==> config.mk <==
export PLATFORM = sky130hd
export DESIGN_NAME = sid_i2s_out
export DESIGN_NICKNAME = d
export VERILOG_FILES = /design/src/rtl/sid_i2s_out_pkg.sv /design/src/rtl/sid_i2s_clkgen.sv /design/src/rtl/sid_i2s_out.sv
export SDC_FILE = /design/constraint.sdc
export NUM_CORES = 1
export LEC_CHECK = 0
export ABC_AREA = 1
export CORE_ASPECT_RATIO = 0.7
export CORE_UTILIZATION = 28
export DETAILED_ROUTE_END_ITERATION = 16
export PLACE_DENSITY = 0.5
export SYNTH_ARGS = -nofsm -noshare
export SYNTH_HDL_FRONTEND = slang
export SYNTH_SLANG_ARGS = --single-unit
==> constraint.sdc <==
create_clock -name clk -period 11.1 [get_ports clk]
set_clock_uncertainty 0.15 [all_clocks]
set_input_delay 2.22 -clock clk [delete_from_list [all_inputs] [get_ports clk]]
set_output_delay 2.22 -clock clk [all_outputs]
set_load 0.005 [all_outputs]
==> src/rtl/sid_i2s_out_pkg.sv <==
// Shared types and helpers for the SID I2S output stage.
// Frames are built left-aligned in a fixed 64-bit image so any legal slot width fits.
package sid_i2s_out_pkg;

  localparam int unsigned SAMPLE_BITS       = 24;
  localparam int unsigned SLOT_BITS_DEFAULT = 32;
  localparam int unsigned SLOT_BITS_MAX     = 32;
  localparam int unsigned FRAME_BITS_MAX    = 2 * SLOT_BITS_MAX;

  typedef logic signed [SAMPLE_BITS-1:0] i2s_bits_t;

  typedef struct packed {
    i2s_bits_t left;
    i2s_bits_t right;
  } audio_t;

  typedef logic [FRAME_BITS_MAX-1:0] frame_t;

  // Left slot occupies the top slot_bits bits and the right slot the next slot_bits.
  // Unused low bits stay zero.
  function automatic frame_t frame_image(audio_t a, int unsigned slot_bits);
    frame_t left_img;
    frame_t right_img;
    left_img  = {a.left,  {(FRAME_BITS_MAX-SAMPLE_BITS){1'b0}}};
    right_img = {a.right, {(FRAME_BITS_MAX-SAMPLE_BITS){1'b0}}} >> slot_bits;
    return left_img | right_img;
  endfunction

endpackage

==> src/rtl/sid_i2s_clkgen.sv <==
// I2S master timing: SCLK divider, per-frame bit counter and LRCLK.
// fall_o marks the clk cycle whose edge drives SCLK from 1 to 0.
module sid_i2s_clkgen #(
  parameter int unsigned BCLK_DIV  = 4,
  parameter int unsigned SLOT_BITS = 32
) (
  input  logic       clk,
  input  logic       rst,
  output logic       sclk_o,
  output logic       lrclk_o,
  output logic       fall_o,
  output logic [5:0] bit_cnt_o
);

  localparam logic [7:0] DIV_LAST = 8'(BCLK_DIV - 1);
  localparam logic [5:0] BIT_LAST = 6'(2 * SLOT_BITS - 1);
  localparam logic [5:0] SLOT_W   = 6'(SLOT_BITS);

  logic [7:0] div_cnt_q, div_cnt_d;
  logic [5:0] bit_cnt_q, bit_cnt_d;
  logic       sclk_q, sclk_d;
  logic       lrclk_q, lrclk_d;
  logic       wrap;
  logic       fall;

  // NOTE: every signal written here gets a default first, so no path can infer a latch.
  always_comb begin
    wrap      = (div_cnt_q == DIV_LAST);
    fall      = wrap && sclk_q;
    div_cnt_d = wrap ? 8'd0 : div_cnt_q + 8'd1;
    sclk_d    = wrap ? ~sclk_q : sclk_q;
    bit_cnt_d = bit_cnt_q;
    lrclk_d   = lrclk_q;
    if (fall) begin
      bit_cnt_d = (bit_cnt_q == BIT_LAST) ? 6'd0 : bit_cnt_q + 6'd1;
      lrclk_d   = (bit_cnt_d >= SLOT_W);
    end
  end

  // NOTE: state registers use non-blocking assignments so all flops update together.
  always_ff @(posedge clk or posedge rst) begin
    if (rst) begin
      div_cnt_q <= '0;
      bit_cnt_q <= '0;
      sclk_q    <= 1'b0;
      lrclk_q   <= 1'b0;
    end else begin
      div_cnt_q <= div_cnt_d;
      bit_cnt_q <= bit_cnt_d;
      sclk_q    <= sclk_d;
      lrclk_q   <= lrclk_d;
    end
  end

  assign sclk_o    = sclk_q;
  assign lrclk_o   = lrclk_q;
  assign fall_o    = fall;
  assign bit_cnt_o = bit_cnt_q;

endmodule

==> src/rtl/sid_i2s_out.sv <==
// SID audio to Philips I2S serializer: sample-and-hold capture, frame load,
// one-bit-delayed MSB-first shifting. The block is the I2S master.
module sid_i2s_out
  import sid_i2s_out_pkg::*;
#(
  parameter int unsigned BCLK_DIV  = 4,
  parameter int unsigned SLOT_BITS = SLOT_BITS_DEFAULT
) (
  input  logic   clk,
  input  logic   rst,
  input  audio_t audio_i,
  input  logic   audio_valid,
  input  logic   mute,
  output logic   i2s_sclk,
  output logic   i2s_lrclk,
  output logic   i2s_dout,
  output logic   frame_load,
  output logic   stale
);

  localparam logic [5:0] BIT_LAST = 6'(2 * SLOT_BITS - 1);

  logic       fall;
  logic [5:0] bit_cnt;
  logic       frame_start;

  audio_t hold_q, hold_d;
  frame_t shift_q, shift_d;
  frame_t load_img;
  logic   fresh_q, fresh_d;
  logic   delay_q, delay_d;
  logic   dout_q, dout_d;
  logic   frame_load_q, frame_load_d;
  logic   stale_q, stale_d;

  sid_i2s_clkgen #(
    .BCLK_DIV  (BCLK_DIV),
    .SLOT_BITS (SLOT_BITS)
  ) u_clkgen (
    .clk       (clk),
    .rst       (rst),
    .sclk_o    (i2s_sclk),
    .lrclk_o   (i2s_lrclk),
    .fall_o    (fall),
    .bit_cnt_o (bit_cnt)
  );

  assign frame_start = fall && (bit_cnt == BIT_LAST);

  // A load places the new image and shifts it in the same fall event, so the
  // delay flop holds the left MSB and it reaches i2s_dout one SCLK later.
  assign load_img = frame_start ? (mute ? '0 : frame_image(hold_q, SLOT_BITS)) : shift_q;

  always_comb begin
    hold_d       = hold_q;
    fresh_d      = fresh_q;
    shift_d      = shift_q;
    delay_d      = delay_q;
    dout_d       = dout_q;
    stale_d      = stale_q;
    frame_load_d = frame_start;
    if (fall) begin
      dout_d  = delay_q;
      delay_d = load_img[FRAME_BITS_MAX-1];
      shift_d = load_img << 1;
    end
    if (frame_start) begin
      stale_d = ~fresh_q;
      fresh_d = 1'b0;
    end
    // Applied last: a strobe colliding with a load is kept for the next frame.
    if (audio_valid) begin
      hold_d  = audio_i;
      fresh_d = 1'b1;
    end
  end

  // NOTE: the hold register is reset too, so the first frame after reset is silence.
  always_ff @(posedge clk or posedge rst) begin
    if (rst) begin
      hold_q       <= '0;
      fresh_q      <= 1'b0;
      shift_q      <= '0;
      delay_q      <= 1'b0;
      dout_q       <= 1'b0;
      frame_load_q <= 1'b0;
      stale_q      <= 1'b0;
    end else begin
      hold_q       <= hold_d;
      fresh_q      <= fresh_d;
      shift_q      <= shift_d;
      delay_q      <= delay_d;
      dout_q       <= dout_d;
      frame_load_q <= frame_load_d;
      stale_q      <= stale_d;
    end
  end

  assign i2s_dout   = dout_q;
  assign frame_load = frame_load_q;
  assign stale      = stale_q;

endmodule

* After elaboration in Yosys (flattened, before gate mapping) *
Index checks and enable logic that the tools add are counted.

word-level totals
  memories kept = 0
  output and inout bits = 5
  register bits after elaboration = 132
  bits in read-only memories = 0
  word-level logic and storage cells = 29
  RAM bits = 0
  bits in latches = 0

cells by class
  eq/ne operators = 2
  order comparisons = 1
  div/mod/pow operators = 0
  $add $sub $neg = 2
  bitwise operators = 3
  mux-type cells = 6
  multipliers = 0
  reduce and logical (&&, ||, !) cells = 3
  shift operators = 0

operator list
  kind                 count
  $mux 64              2
  $or 64x32->64        1
  $add 8x1->8 const B  1
  $eq 8x2->1 const B   1
  $mux 8               1
  $add 6x1->6 const B  1
  $eq 6x6->1 const B   1
  $ge 6x6->1 const B   1
  $mux 6               1
  $logic_and 1x1->1    2
  $mux 1               2
  $not 1->1            2
  $reduce_bool 2->1    1

* Depth between registers and ports, before layout *
  depth in word-level cells = 5
  mapped depth = 10
  depth with buffers taken out = 8

* By module *
A second synthesis with hierarchy kept.

unflattened totals
  cells, all modules = 764
  area total of the unflattened synthesis = 5,829.3 um^2

modules (own cells, without submodules)
  module          area an instance (um^2)  instances  cells an instance
  sid_i2s_out     5,033.6                  1          668
  sid_i2s_clkgen  795.8                    1          96

* Worst setup path before layout *
No wires, ideal clock.

  path type = input -> register
  start = input mute
  end = register shift_q[59]
  setup slack = 7.997 ns
  library setup time = 0.117 ns
  stages on the path = 7
  data arrival time = 2.836 ns
  cells stage by stage = buf_2 -> buf_2 -> nor2_1 -> nand2_1 -> nand2_1 -> nor2_1 -> nor2_1

on the way
  word-level cells in the longest chain between the ends = 2

ends and longest elaborated chain
  what                   line               RTL
  from (decl)            sid_i2s_out.sv:13  input logic mute,
  $mux 64 (2 in series)  sid_i2s_out.sv:52  assign load_img = frame_start ? (mute ? '0 : frame_image(hold_q, SLOT_BITS)) : shift_q;
  to (signal assigned)   sid_i2s_out.sv:91  shift_q <= shift_d;
  to (decl)              sid_i2s_out.sv:28  frame_t shift_q, shift_d;

Every way passes these cells.
A chain may end at the register's enable or synchronous reset.

==> flow_summary.toml <==
[clock_network]
post_cts_resized = 0
ctsRootBufferMaster = "clkbuf_16"
cts_made_buffers = 17
htree_num_levels = 4
insertion_delay_ns = 0.41
holdBufCountCts = 0
cts_num_sinks = 123
clk_path_buf_depth = 2
cts_tree = "done"
cts.clk_slew.worst_paths_ns = 0.05
cts_setup_buffers = 0

[finish]
area_growth_pct = 23.5
final_area_sq_mm = 0.00704
insertedDiodeCount = 0
final_layout_size_suffix_gt1_share_pct = 5.40
layout.nets = 858
instances_no_fill = 1085

[timing]
fin_tns_setup_ns = 0
period_minus_slack_ns = 3.76
setup_violations = 0
timing.hold.ws_ns = 0.307
relSlewSlack_pct = 33.3
grt_setup_unrepaired = "no"
post-route-period-util_pct = 33.9
final_hold_viol_count = 0
max_freq_mhz = 266
drv_slew = 0
tightest_slew_ns = 0.997

[drt]
wl_met3_um = 371
top_layer = "met4"
routedWlPerCell_um = 11.1
via_per_inst = 4.07
wl_met2_um = 4870
wirelength_um = 12100
ant_nets = 0
dr.pass1.iters = 4
drc = 0
first_iter_violations = 320
wl_met1_um = 6700
vias = 4416

[die]
die_h_um = 121
initial_core_util_pct = 28.7
dieArea_sq_mm = 0.0209
die_w_um = 173
io_pins = 57
rows = 43
core_area_sq_mm = 0.0199

[place]
gp_congestion = 0.694
portBuffers = 56
placed_cell_area_sq_mm = 0.00643
dp_hpwl_um = 6920
placedCellCount = 1055

[global_routing]
grt.total_usage_pct = 12.8
overflow = 0
grt_pass1_vias = 4391
grt_max_degree = 97
grt_pass1_wl_um = 21600
antenna_found_initial = 0

[synth]
yosys.area.top_type = "dfrtp_1"
netlist_instances = 761
synth_top_area_share_pct = 54.0
synthDistinctLibCells = 23
ys_seq_area_share_pct = 54.0
yosys_warnings = 0
syn_area_sq_mm = 0.00570
synth-seq-cells = 123
syn_nets = 815
synthTopCellsByArea = "dfrtp_1, nand2_1, nor2_1"
avgSynthCellArea_sq_um = 7.49

[pwr]
irDropWorstVdd_v = 0.0000740
power_leakage_nw = 3.37
power_mw = 1.10
power_density_mw_per_mm2 = 157

[setup_path]
worst-path-max-fanout = 64
critPathLaunchType = "input pin"
crit_required_ns = 11.39
crit_type = "in -> async"
end_kind = "asynchronous set/reset pin"
critical_path_arrival_ns = 4.05

[worst_hold_path]
hold_class = "reg -> reg"

[run]
maxCapViolCount = 0

[outcome]
status = "finished clean"
==> layout make-up <==
class / instances / area [sq um]
Clock buffer: 22 / 464
Sequential cell: 123 / 3080
Fill cell: 2124 / 12800
Multi-Input combinational cell: 533 / 2170
Timing Repair Buffer: 61 / 588
Clock inverter: 8 / 143
Inverter: 68 / 258
Tap cell: 270 / 338
==> per-stage QoR <==
step	utilization, %	worst slack, ns
floorplan	-	5.46
global placement	32.4	6.76
detailed placement	32.4	6.79
CTS	35.5	7.22
global route	35.5	7.04
finish	35.5	7.34
==> layout by cell type, fill, tap and decap left out, drive strengths merged <==
master	count
xnor2	1
o21ai	53
a21o	1
nor3	2
inv	68
dfrtp	123
nand3b	1
clkinv	3
bufinv	4
nor2	206
clkdlybuf4s50	54
nand2	254
clkbuf	22
xor2	4
nand3	9
ha	2
buf	7
clkinvlp	1
==> cell usage after synthesis, drive strengths merged <==
library cell / instances
a21o: 1
buf: 22
clkbuf: 15
dfrtp: 123
ha: 2
inv: 68
nand2: 254
nand3: 9
nand3b: 1
nor2: 206
nor3: 2
o21ai: 53
xnor2: 1
xor2: 4
==> critical path, stage by stage <==
cell,delay (ns)
clkdlybuf4s50_1,0.44
inv_4,0.60
buf_4,0.75
==> sequential cells by signal, indices dropped and copies added, names as in the netlist <==
register and flops:
shift_q 55, stale 1, hold_q 48, fresh_q 1, u_clkgen.bit_cnt_o 5, frame_load 1
i2s_dout 1, u_clkgen.div_cnt_q 8, delay_q 1, u_clkgen.sclk_o 1, u_clkgen.lrclk_o 1
==> kinds of logic after synthesis <==
logic type	count (synthesis)	share of synthesized area, %
AO/OA/AOI/OAI	54	4.78
buffers and inverters	105	8.14
AND/OR/NAND/NOR	472	31.9
adder cells (fa/ha/maj)	2	0.439
flip-flops	123	54.0
XOR/XNOR	5	0.768
==> power by group <==
group	internal, mW	total, mW	switching [mW]
Sequential	0.464	0.468	0.00365
Combinational	0.0253	0.0602	0.0349
Clock	0.384	0.577	0.193
Total	0.874	1.10	0.231
==> worst paths after layout <==
check                                                  start                      endpoint  slack [ns]  depth (start not counted)
max reg2reg                u_clkgen.bit_cnt_o[0]$_DFFE_PP0N_       shift_q[61]$_DFFE_PP0N_        8.81                          8
max in group clk                u_clkgen.lrclk_o$_DFFE_PP0N_                     i2s_lrclk        7.35                          1
min reg2reg                              fresh_q$_DFFE_PP0P_             stale$_DFFE_PP0P_        0.31                          1
min in group asynchronous                                rst       shift_q[46]$_DFFE_PP0N_        2.19                          2
max                                                      rst  u_clkgen.lrclk_o$_DFFE_PP0N_        7.34                          3
min                                      fresh_q$_DFFE_PP0P_             stale$_DFFE_PP0P_        0.31                          1
==> routing by layer <==
metal,GRT usage [%],vias to the layer above
li1,-,2350
met1,18.4,1989
met2,18.8,64
met3,2.63,13
met4,5.02,0
met5,0,-
Power figures use the tool's default switching activity.
